$ cat config.mk
export PLATFORM = sky130hd
export DESIGN_NAME = fir_coe_ctrl
export DESIGN_NICKNAME = d
export VERILOG_FILES = /design/src/rtl/fir_coe_ctrl.sv
export SDC_FILE = /design/constraint.sdc
export NUM_CORES = 1
export LEC_CHECK = 0
export ABC_AREA = 1
export BUFFER_PORTS_ARGS = -buffer_cell sky130_fd_sc_hd__buf_4
export CAP_MARGIN = 10
export CORE_MARGIN = 5
export CORE_UTILIZATION = 53
export DETAILED_ROUTE_END_ITERATION = 8
export HOLD_SLACK_MARGIN = 0.15
export PLACE_DENSITY = 0.79
export REMOVE_ABC_BUFFERS = 1
export SLEW_MARGIN = 20
export SYNTH_ARGS = -nofsm -noshare
export SYNTH_HDL_FRONTEND = slang
export SYNTH_SLANG_ARGS = --single-unit
$ cat constraint.sdc
create_clock -name clk -period 2 [get_ports clk]
set_input_delay 0.4 -clock clk [delete_from_list [all_inputs] [get_ports clk]]
set_output_delay 0.4 -clock clk [all_outputs]
set_load 0.01 [all_outputs]
$ cat src/rtl/fir_coe_ctrl.sv
// rtl/fir_coe_ctrl.sv - command sequencer for fir_top bank select / coefficient reload with output mute
// Optional load watchdog enabled by defining FIR_CTRL_TIMEOUT_EN.
module fir_coe_ctrl #(
   parameter int COE_WIDTH      = 16,
   parameter int COE_TAPS       = 3,
   parameter int COE_SYMMETRY   = 0,
   parameter int COE_LOCAL_NUM  = 2,
   parameter int COE_SEL_WIDTH  = 2,
   parameter int FLUSH_SAMPLES  = 3,
   parameter int CNT_WIDTH      = 8,
   parameter int TIMEOUT_CYCLES = 255
) (
   input  logic                     clk,
   input  logic                     rst,
   input  logic                     cmd_vld_i,
   output logic                     cmd_rdy_o,
   input  logic                     cmd_type_i,
   input  logic [COE_SEL_WIDTH-1:0] cmd_index_i,
   input  logic                     wr_vld_i,
   output logic                     wr_rdy_o,
   input  logic [COE_WIDTH-1:0]     wr_data_i,
   output logic                     coe_sel_vld_o,
   output logic [COE_SEL_WIDTH-1:0] coe_sel_index_o,
   output logic                     coe_reload_vld_o,
   output logic [COE_WIDTH-1:0]     coe_reload_data_o,
   input  logic                     fir_vld_i,
   output logic                     mute_o,
   output logic                     busy_o,
   output logic                     done_o,
   output logic                     err_o
);

   localparam int NWORDS = (COE_SYMMETRY != 0) ? (COE_TAPS + COE_TAPS % 2) / 2 : COE_TAPS;
   localparam logic [CNT_WIDTH-1:0]     LAST_WORD  = CNT_WIDTH'(NWORDS - 1);
   localparam logic [CNT_WIDTH-1:0]     ALL_WORDS  = CNT_WIDTH'(NWORDS);
   localparam logic [CNT_WIDTH-1:0]     FLUSH_LAST = CNT_WIDTH'(FLUSH_SAMPLES - 1);
   localparam logic [COE_SEL_WIDTH-1:0] RELOAD_IDX = COE_SEL_WIDTH'(COE_LOCAL_NUM);
   localparam logic                     MUTE_EN    = (FLUSH_SAMPLES != 0);

   typedef enum logic [1:0] {IDLE, LOAD, SELECT, FLUSH} state_t;

   state_t                   state, state_nxt;
   logic [CNT_WIDTH-1:0]     word_cnt, word_cnt_nxt;
   logic [CNT_WIDTH-1:0]     flush_cnt, flush_cnt_nxt;
   logic                     cmd_rdy_nxt, wr_rdy_nxt, sel_vld_nxt, reload_vld_nxt;
   logic                     mute_nxt, done_nxt, err_nxt;
   logic [COE_SEL_WIDTH-1:0] sel_index_nxt;
   logic [COE_WIDTH-1:0]     reload_data_nxt;
   logic                     cmd_fire, wr_fire, timeout;

   assign cmd_fire = cmd_vld_i & cmd_rdy_o;
   assign wr_fire  = wr_vld_i & wr_rdy_o;

`ifdef FIR_CTRL_TIMEOUT_EN
   localparam logic [CNT_WIDTH-1:0] IDLE_LAST = CNT_WIDTH'(TIMEOUT_CYCLES - 1);
   logic [CNT_WIDTH-1:0] idle_cnt, idle_cnt_nxt;

   always_comb begin
      idle_cnt_nxt = '0;
      if (state == LOAD && !wr_fire)
         idle_cnt_nxt = idle_cnt + 1'b1;
   end

   // The drain cycle after the last word is never a stall.
   assign timeout = (state == LOAD) && !wr_fire && (word_cnt != ALL_WORDS) &&
                    (idle_cnt_nxt == IDLE_LAST);

   always_ff @(posedge clk or posedge rst) begin
      if (rst)
         idle_cnt <= '0;
      else
         idle_cnt <= idle_cnt_nxt;
   end
`else
   assign timeout = 1'b0;
`endif

   always_comb begin
      state_nxt       = state;
      word_cnt_nxt    = word_cnt;
      flush_cnt_nxt   = flush_cnt;
      cmd_rdy_nxt     = 1'b0;
      wr_rdy_nxt      = 1'b0;
      sel_vld_nxt     = 1'b0;
      reload_vld_nxt  = wr_fire;
      mute_nxt        = 1'b0;
      done_nxt        = 1'b0;
      err_nxt         = 1'b0;
      sel_index_nxt   = coe_sel_index_o;
      reload_data_nxt = wr_fire ? wr_data_i : coe_reload_data_o;

      case (state)
         IDLE: begin
            cmd_rdy_nxt = 1'b1;
            if (cmd_fire) begin
               if (cmd_type_i) begin
                  state_nxt    = LOAD;
                  word_cnt_nxt = '0;
                  cmd_rdy_nxt  = 1'b0;
                  wr_rdy_nxt   = 1'b1;
               end else if (cmd_index_i < RELOAD_IDX) begin
                  state_nxt     = SELECT;
                  cmd_rdy_nxt   = 1'b0;
                  sel_vld_nxt   = 1'b1;
                  sel_index_nxt = cmd_index_i;
                  mute_nxt      = MUTE_EN;
               end else begin
                  err_nxt = 1'b1;
               end
            end
         end
         LOAD: begin
            // word_cnt == ALL_WORDS marks the drain cycle of the last reload pulse.
            if (word_cnt == ALL_WORDS) begin
               state_nxt     = SELECT;
               sel_vld_nxt   = 1'b1;
               sel_index_nxt = RELOAD_IDX;
               mute_nxt      = MUTE_EN;
            end else if (timeout) begin
               state_nxt   = IDLE;
               cmd_rdy_nxt = 1'b1;
               err_nxt     = 1'b1;
            end else begin
               wr_rdy_nxt = !(wr_fire && (word_cnt == LAST_WORD));
               if (wr_fire)
                  word_cnt_nxt = word_cnt + 1'b1;
            end
         end
         SELECT: begin
            flush_cnt_nxt = '0;
            if (FLUSH_SAMPLES == 0) begin
               state_nxt   = IDLE;
               cmd_rdy_nxt = 1'b1;
               done_nxt    = 1'b1;
            end else begin
               state_nxt = FLUSH;
               mute_nxt  = 1'b1;
            end
         end
         FLUSH: begin
            mute_nxt = 1'b1;
            if (fir_vld_i) begin
               flush_cnt_nxt = flush_cnt + 1'b1;
               if (flush_cnt == FLUSH_LAST) begin
                  state_nxt   = IDLE;
                  mute_nxt    = 1'b0;
                  done_nxt    = 1'b1;
                  cmd_rdy_nxt = 1'b1;
               end
            end
         end
         default: begin
            state_nxt   = IDLE;
            cmd_rdy_nxt = 1'b1;
         end
      endcase
   end

   always_ff @(posedge clk or posedge rst) begin
      if (rst) begin
         state             <= IDLE;
         word_cnt          <= '0;
         flush_cnt         <= '0;
         cmd_rdy_o         <= 1'b1;
         wr_rdy_o          <= 1'b0;
         coe_sel_vld_o     <= 1'b0;
         coe_sel_index_o   <= '0;
         coe_reload_vld_o  <= 1'b0;
         coe_reload_data_o <= '0;
         mute_o            <= 1'b0;
         busy_o            <= 1'b0;
         done_o            <= 1'b0;
         err_o             <= 1'b0;
      end else begin
         state             <= state_nxt;
         word_cnt          <= word_cnt_nxt;
         flush_cnt         <= flush_cnt_nxt;
         cmd_rdy_o         <= cmd_rdy_nxt;
         wr_rdy_o          <= wr_rdy_nxt;
         coe_sel_vld_o     <= sel_vld_nxt;
         coe_sel_index_o   <= sel_index_nxt;
         coe_reload_vld_o  <= reload_vld_nxt;
         coe_reload_data_o <= reload_data_nxt;
         mute_o            <= mute_nxt;
         busy_o            <= (state_nxt != IDLE);
         done_o            <= done_nxt;
         err_o             <= err_nxt;
      end
   end

endmodule

==> results of run 1 <==
==> power breakdown <==
| part | switching, µW | internal, µW |
|---|---|---|
| Combinational | 799 | 563 |
| Clock | 286 | 441 |
| Sequential | 160 | 1150 |
| Total | 1240 | 2160 |
==> worst max-delay path: stages, from the launching register on <==
cell	delay, ns
dfrtp_1	0.43
inv_1	0.10
ha_1	0.39
inv_4	0.10
nand2_2	0.08
o21ai_1	0.07
nor2_2	0.11
nand2_2	0.17
inv_1	0.13
nand4_1	0.07
o21ai_0	0.10
==> what timing repair did <==
action	in CTS	in global routing
setup buffers	0	0
hold endpoints to repair	10	0
hold buffers	1	0
==> logic make-up after synthesis <==
logic type | count (synthesis) | synth area share, %
flops | 44 | 51.40
fa+ha+maj | 8 | 4.668
simple gates | 137 | 27.13
xor+xnor | 3 | 1.225
compound gates | 31 | 8.517
buf+inv | 35 | 7.059
==> area by class of cell <==
type	instances	share of cell area (%)
multi-input cells	179	32.89
repair buffers	52	14.97
flip-flops and latches	44	40.69
inverters	31	4.480
clock buffers	7	3.557
well taps	50	2.309
clock inverters	1	1.109
==> registers in the layout, summed over array words and instances, names as in the netlist, 2 cells and up <==
signal,count
coe_sel_index_o,2
flush_cnt,8
word_cnt,8
state,2
coe_reload_data_o,16
==> layout by cell type (no fill, tap or decap), types with 2 or more instances in the layout <==
cell / instances
inv_4: 2
nor2_2: 3
ha_1: 8
buf_4: 50
a31oi_1: 2
o21ai_1: 5
clkbuf_8: 7
dfrtp_1: 43
o21ai_0: 11
nand4_1: 4
a21oi_1: 5
o22ai_1: 2
nand2_2: 4
o31ai_1: 2
nor2_4: 2
nand3_1: 11
inv_1: 27
xnor2_1: 2
nor2_1: 21
nand2_1: 88
==> synth_stat cells, types with 2 or more instances <==
cell type  number  area share (%)
nand2_1        88              15
dfrtp_1        43              50
inv_1          28             4.9
nor2_1         21             3.7
nand3_1        11             2.6
o21ai_0        11             2.6
ha_1            8             4.7
a21oi_1         5             1.2
o21ai_1         5             1.2
nand2_2         4             1.2
nand4_1         4             1.2
nor2_2          3            0.88
a31oi_1         2            0.58
buf_6           2             1.1
clkbuf_1        2            0.35
inv_4           2            0.58
nor2_4          2             1.1
o22ai_1         2            0.58
o31ai_1         2            0.70
xnor2_1         2            0.82
==> worst min-delay path by stage <==
stage / start / endpoint / depth (start not counted)
5_1_grt: wr_data_i[12] / coe_reload_data_o[12] / 3
3_3_place_gp: rst / flush_cnt[3] / 2
2_1_floorplan: word_cnt[5] / word_cnt[5] / 2
3_5_place_dp: rst / flush_cnt[3] / 2
6_report: wr_data_i[12] / coe_reload_data_o[12] / 3
4_1_cts: wr_data_i[12] / coe_reload_data_o[12] / 3
==> per-layer routing <==
layer  vias to the layer above  share of wire [%]
li1                        928                  -
met1                       837                 44
met2                        71                 47
met3                         4                8.2
met4                         0               0.71
met5                         -                  0
==> metrics by stage <==
stage | power [µW] | std cells
floorplan | 2112 | 254
global placement | 2646 | 355
detailed placement | 2701 | 355
CTS | 3431 | 364
global route | 3667 | 364
finish | 3401 | 364
==> flow_results.org, run 1 <==
** Final layout
- Post-layout nets :: about 350
- After filler insertion, the fill cell instance count of the layout stands at between 300 and 400.
- Measured on the finished design, the core utilization comes to 68.21%.
- In the final layout, the share of cells above drive strength 1 is around a quarter.
- Sequential cell area in the final layout :: roughly 0.0011 mm²
- Number of antenna diodes :: 0
- Layout Area Growth over Synthesis :: 26.31%
- Footprint of the multi-input gates :: 890.9 µm²
- Non-Filler Cell Area, Final :: about 0.0027 mm²

** Timing
- Max Freq :: 544.4 MHz
- Final Slew Violations :: 0
- The worst pin sits at a relative slew slack of roughly two thirds.
- The clock arrives with roughly 0.007 ns of skew.
- Setup slack on the critical path of the routed design comes to roughly 0.16 ns.
- Final setup violation count :: 0
- Final total negative setup slack :: 0 ns
- Final hold vios :: 0
- Final hold analysis gives a worst-case slack of 0.3057 ns.
- Of the available clock period, the critical path in the final layout requires 91.85%.
- For the pin with the worst max-slew slack, the measured transition is around 0.47 ns.
- Setup repair after global routing left no endpoint under its margin.
- After layout, the minimum clock period comes to 1.837 ns.

** Global routing
- Remaining Overflow, GRT :: 0
- First-pass GRT wire length :: around 8000 µm
- Global routing consumed, on the met1 layer, 23.82% of the routing resources.
- Layer with the highest usage :: met2
- Entering global routing, the biggest net connects 34 pins.
- The number of antenna violations at the first check in global routing is 0.
- Number of global-route vias before repair :: 1863
- For this run, the total global-route usage over all layers was measured as a little under a fifth.
- Met3 track demand over resource in global routing :: between 3 and 4%
- Global routing consumed, on the met2 layer, between 30 and 40% of the routing resources.

** Place
- Port buffering added 49 buffers.
- Routability-driven placement finished with a final weighted congestion of roughly 0.8.
- After detailed placement, the total cell area comes to 0.002572 mm².
- Setup slack after placement :: approximately 0.19 ns
- After legalization and detailed placement, the total HPWL measured ~3600 µm.

** Critical path
- The worst setup path is captured at a register.
- Crit path launch type :: register
- By startpoint and endpoint, the worst setup path is classified as register to register.
- For flop-to-flop paths, the worst setup slack is around 0.16 ns.
- The worst register-to-register path ends at word_cnt[3].
- Data required, critical path :: 2.21 ns
- Along the worst path, the maximum fanout reaches 13.
- For the worst flop-to-flop path, the logic depth is 10.
- For the worst setup path, the data arrival time is 2.05 ns.
- Beginning of the worst register-to-register path :: state[1]
- Tracing the worst setup path back leads to its startpoint at state[1].
- Capture point of the worst path :: word_cnt[3]

** Clock tree
- Quantity of gates resized following cts :: 0
- Clock Root Buffer :: clkbuf_8
- For the worst-skew pair, the clock arrives at the later sink with an insertion delay of ~0.29 ns.
- Clock tree synthesis found a total of between 40 and 50 sinks.
- In this run the number of H-tree levels came out at 2.
- Cts bufs inserted :: 5
- After clock tree synthesis, the clock-pin slew on the worst setup and hold paths is roughly 0.080 ns.
- CTS max path bufs :: 2
- TritonCTS built the clock tree.

** Synthesis
- The cell area that synthesis handed to floorplanning was ~0.0021 mm².
- Sequential elements use about half of the synthesized area.
- Yosys printed 0 warnings.
- A synthesized cell averages approximately 8.3 µm².
- Post-synthesis register bit count :: 44
- Most used flip-flop cell after synthesis :: dfrtp_1
- Library cells used by synthesis :: 31
- Synthesis produced between 200 and 300 cells.
- Async SR Flop Fraction :: 100.0%
- Number of flops mapped to enable cells by yosys :: 0

** Route
- The first routing iteration left 84 violations.
- Via/cell ratio :: between 5 and 6
- Remaining antenna violation count :: 0
- DRC viols :: 0
- DR vias :: around 1800
- Number of detailed-routing iterations run before antenna repair :: 4
- Dividing the detail-routed wire length by the instance count gives 12.78 µm.
- Wires add up to between 4000 and 5000 µm.

** Run status
- Result of the run :: finished, final reports clean

** Pwr
- Dividing total power by cell area gives a power density of approximately 1300 mW/mm².
- Standby leakage power :: approximately 0.0015 µW
- The worst-case IR drop observed on VDD is approximately 0.8 mV.

** Flow run
- Across the run, the number of max-cap violations was 0.

** Floorplan
- Boundary Pins :: 50
- For this configuration, the core starts out at a cell density of a little over half.
- Die width :: between 70 and 80 µm
- Placeable core region :: 0.003971 mm²
- Cell Rows :: 23
- Die height :: 73.61 µm
- The floorplan step defined a die boundary enclosing approximately 0.0054 mm².

** Hold path
- The worst hold path belongs to the class input port to register.
Note: power is estimated with default switching activity, not from simulation.
==> run 2: changes to the inputs <==
--- a/config.mk
+++ b/config.mk
@@ -8,6 +8,7 @@
 export ABC_AREA = 1
 export BUFFER_PORTS_ARGS = -buffer_cell sky130_fd_sc_hd__buf_4
 export CAP_MARGIN = 10
+export CORE_ASPECT_RATIO = 0.9
 export CORE_MARGIN = 5
 export CORE_UTILIZATION = 53
 export DETAILED_ROUTE_END_ITERATION = 8
==> run 2 against run 1 <==
Core utilization down 1.3 points. Largest power group unchanged. Sequential share of layout area up 0.59 points. Critical path type unchanged. Non-clock buffer count unchanged. Setup slack better by 0.11 ns. Fmax up 6.3%. Worst hold slack worse by 0.012 ns. Clock-buffer cell count down 2. Wire length down 3.0%.
==> flow_results.org, run 2 (synthesized netlist as in run 1, its figures left out) <==
** Run status
- Result of the run :: finished, final reports clean (unchanged)

** Final layout
- Most flop-heavy register :: coe_reload_data_o (unchanged)
- The number of flip-flops under the largest register name was 16 (unchanged).
- The total area of multi-input combinational cells was 893.4 µm² (was 890.9 µm²).
- Leading registers by flop count :: coe_reload_data_o x16, flush_cnt x8, word_cnt x8 (unchanged)
- Layout Area Growth over Synthesis :: 24.50% (was 26.31%)
- Total of fill cells in the finished design :: 320 (was 318)
- The final instance count without filler cells is 362 (was 364).
- Number of antenna diodes :: 0 (unchanged)
- Leading cell type in the layout, fill and taps excluded :: nand2_1 (unchanged)
- Leading cell types in the layout, fill and taps excluded :: 88 x nand2_1, 50 x buf_4, 43 x dfrtp_1 (unchanged)
- Sequential cell area in the final layout :: 0.001102 mm² (unchanged)
- The final core area utilization was 66.90% (was 68.21%).
- Fraction of final layout cells with drive strength greater than 1 :: 24.52% (was 24.20%)
- Post-layout nets :: 345 (unchanged)

** Timing
- Final Slew Violations :: 0 (unchanged)
- The final period demand of the worst path is 1.728 ns (was 1.837 ns).
- The worst slew margin relative to its limit was 66.78% (was 68.44%).
- The achievable frequency came to 578.8 MHz (was 544.4 MHz).
- Final total negative setup slack :: 0 ns (unchanged)
- RSZ-0062 raised after global routing: no (unchanged).
- Period utilization :: 86.39% (was 91.85%)
- Slew @ Worst Pin :: 0.4977 ns (was 0.4704 ns)
- The number of failing hold endpoints at the final stage is 0 (unchanged).
- Final setup violation count :: 0 (unchanged)
- The worst setup margin was 0.2722 ns (was 0.1631 ns).
- The final worst hold slack came to 0.2938 ns (was 0.3057 ns).
- Clock tree skew after final layout :: 0.007211 ns (was 0.007091 ns)

** Clock tree
- Clock Root Buffer :: clkbuf_8 (unchanged)
- CTS max path bufs :: 2 (unchanged)
- The count of H-tree levels built during CTS is 2 (unchanged).
- The CTS tree is done (unchanged).
- The clock latency on the worst-skew pair came to 0.29 ns (about the same).
- Clock slew at reported path FFs :: 0.08 ns (about the same)
- Sink count of the clock tree :: 44 (unchanged)
- The total clock buffers created by CTS was 5 (unchanged).

** Pwr
- Power per unit of standard cell area :: 1203 mW/mm² (was 1256 mW/mm²)
- Standby leakage power :: 0.001443 µW (was 0.001457 µW)
- The maximum VDD drop was 0.6059 mV (was 0.7823 mV).

** Floorplan
- Boundary Pins :: 50 (unchanged)
- Cell Rows :: 22 (was 23)
- The effective utilization at floorplan was 53.73% (was 54.00%).
- Die width :: 77.05 µm (was 73.61 µm)
- Placeable core region :: 0.003991 mm² (was 0.003971 mm²)
- Die height :: 70.35 µm (was 73.61 µm)
- The total die area is 0.005420 mm² (was 0.005418 mm²).

** Critical path
- Maximum net fanout on the critical path :: 13 (unchanged)
- The number of cells on the worst reg-to-reg path was 9 (was 10).
- The capture point of the worst reg-to-reg path was word_cnt[3] (unchanged).
- Beginning of the worst register-to-register path :: state[1] (unchanged)
- The type of the worst setup path was register to register (unchanged).
- Flop2flop setup slack :: 0.27 ns (was 0.16 ns)
- The kind of end point of the critical path was a register (unchanged).
- The signal arrival time at the worst endpoint came to 1.90 ns (was 2.05 ns).
- Crit path launch type :: register (unchanged)
- The data required time at the worst endpoint is 2.18 ns (was 2.21 ns).

** Global routing
- The total grt overflow came to 0 (unchanged).
- Pin count of the biggest net entering global routing :: 34 (unchanged)
- The overall global routing resource usage came to 17.76% (was 18.68%).
- The number of global-route vias before repair came to 1720 (was 1863).
- Number of antenna violations at the first check in global routing :: 0 (unchanged)
- First-pass GRT wire length :: 7838 µm (was 8010 µm)

** Hold path
- Type of the tightest min-delay check :: input port to register (unchanged)
- Count of cells along the worst hold path :: 3 (unchanged)
- Critical hold path startpoint :: wr_data_i[7] (was wr_data_i[12])
- The sink of the worst hold path was coe_reload_data_o[7] (was coe_reload_data_o[12]).

** Flow run
- Count of max-cap constraint violations :: 0 (unchanged)

** Route
- The routed wirelength normalized by instance count came to 12.47 µm (was 12.78 µm).
- Number of detailed-routing iterations run before antenna repair :: 4 (unchanged)
- Initial DRC count :: 60 (was 84)
- Routed wl met2 :: 1863 µm (was 2193 µm)
- DR vias :: 1791 (was 1840)
- Amount of wire on met3 after detailed routing :: 292 µm (was 383 µm)
- The met1 routed wirelength after detailed routing was 2297 µm (was 2043 µm).
- Remaining antenna violation count :: 0 (unchanged)
- Highest metal layer with signal wires :: met4 (unchanged)
- DRC viols :: 0 (unchanged)
- The detailed-route wire length was 4514 µm (was 4653 µm).
- The via density per instance is 4.948 (was 5.055).

** Place
- Placed instance count :: 353 (was 355)
- Number of input and output port buffers inserted :: 49 (unchanged)
- RePlAce Congestion :: 0.8545 (was 0.8198)
- The worst slack at placement came to 0.1751 ns (was 0.1916 ns).
- Dpl hpwl :: 3530 µm (was 3612 µm)
-- run 2: changes by cell type in the layout (fill, tap and decap cells not counted), sizes merged --
cell / before / now
clkbuf: 7 / 5
clkinv: 1 / 3
bufinv: 1 / 0
inv: 30 / 31
-- run 2: worst max-delay path by stage --
stage | end | cells past startpoint | start | slack, ns
finish | word_cnt[3] | 9 | state[1] | 0.27
global route | word_cnt[3] | 10 | state[1] | 0.11
CTS | word_cnt[3] | 9 | state[1] | 0.16
detailed placement | word_cnt[3] | 9 | state[1] | 0.18
global placement | word_cnt[3] | 9 | state[1] | 0.26
floorplan | word_cnt[3] | 9 | state[1] | 0.41
-- run 2: what timing repair did --
| action | CTS | global route |
|---|---|---|
| endpoints found under the hold margin | 10 | 0 |
| hold buffers | 1 | 0 |
| setup endpoints to repair | 0 | 1 |
| resized for setup | 0 | 1 |
| setup buffers | 0 | 0 |
-- run 2: layer usage --
layer	vias to the layer above	GRT usage (%)
met4	0	5.153
met3	6	4.510
li1	927	-
met2	58	27.62
met5	-	0
met1	800	24.62
-- run 2: worst max-delay path, cell delays in order, from the launching register on --
cell	delay, ns
dfrtp_1	0.43
inv_1	0.10
ha_2	0.31
inv_4	0.09
o21ai_1	0.17
nor2_2	0.06
nand2_2	0.19
inv_1	0.10
nand4_1	0.07
o21ai_0	0.08
-- run 2: report_power, final --
| group | internal, µW | switching, µW | total (µW) |
|---|---|---|---|
| Sequential | 1150 | 155 | 1310 |
| Combinational | 568 | 803 | 1370 |
| Clock | 243 | 290 | 533 |
-- run 2: layout make-up --
type                       count  share of cell area, %
sequential                    44                  41.28
multi-input combinational    179                  33.46
timing repair buffer          52                  15.18
inverter                      31                  4.545
clock buffer                   5                  2.577
tap                           48                  2.249
clock inverter                 3                 0.7029
-- run 2: stage by stage --
stage               total power (µW)  cell area, µm²
finish                          3212            2670
global route                    3488            2670
CTS                             3250            2668
detailed placement              2705            2570
global placement                2654            2570
floorplan                       2112            2115
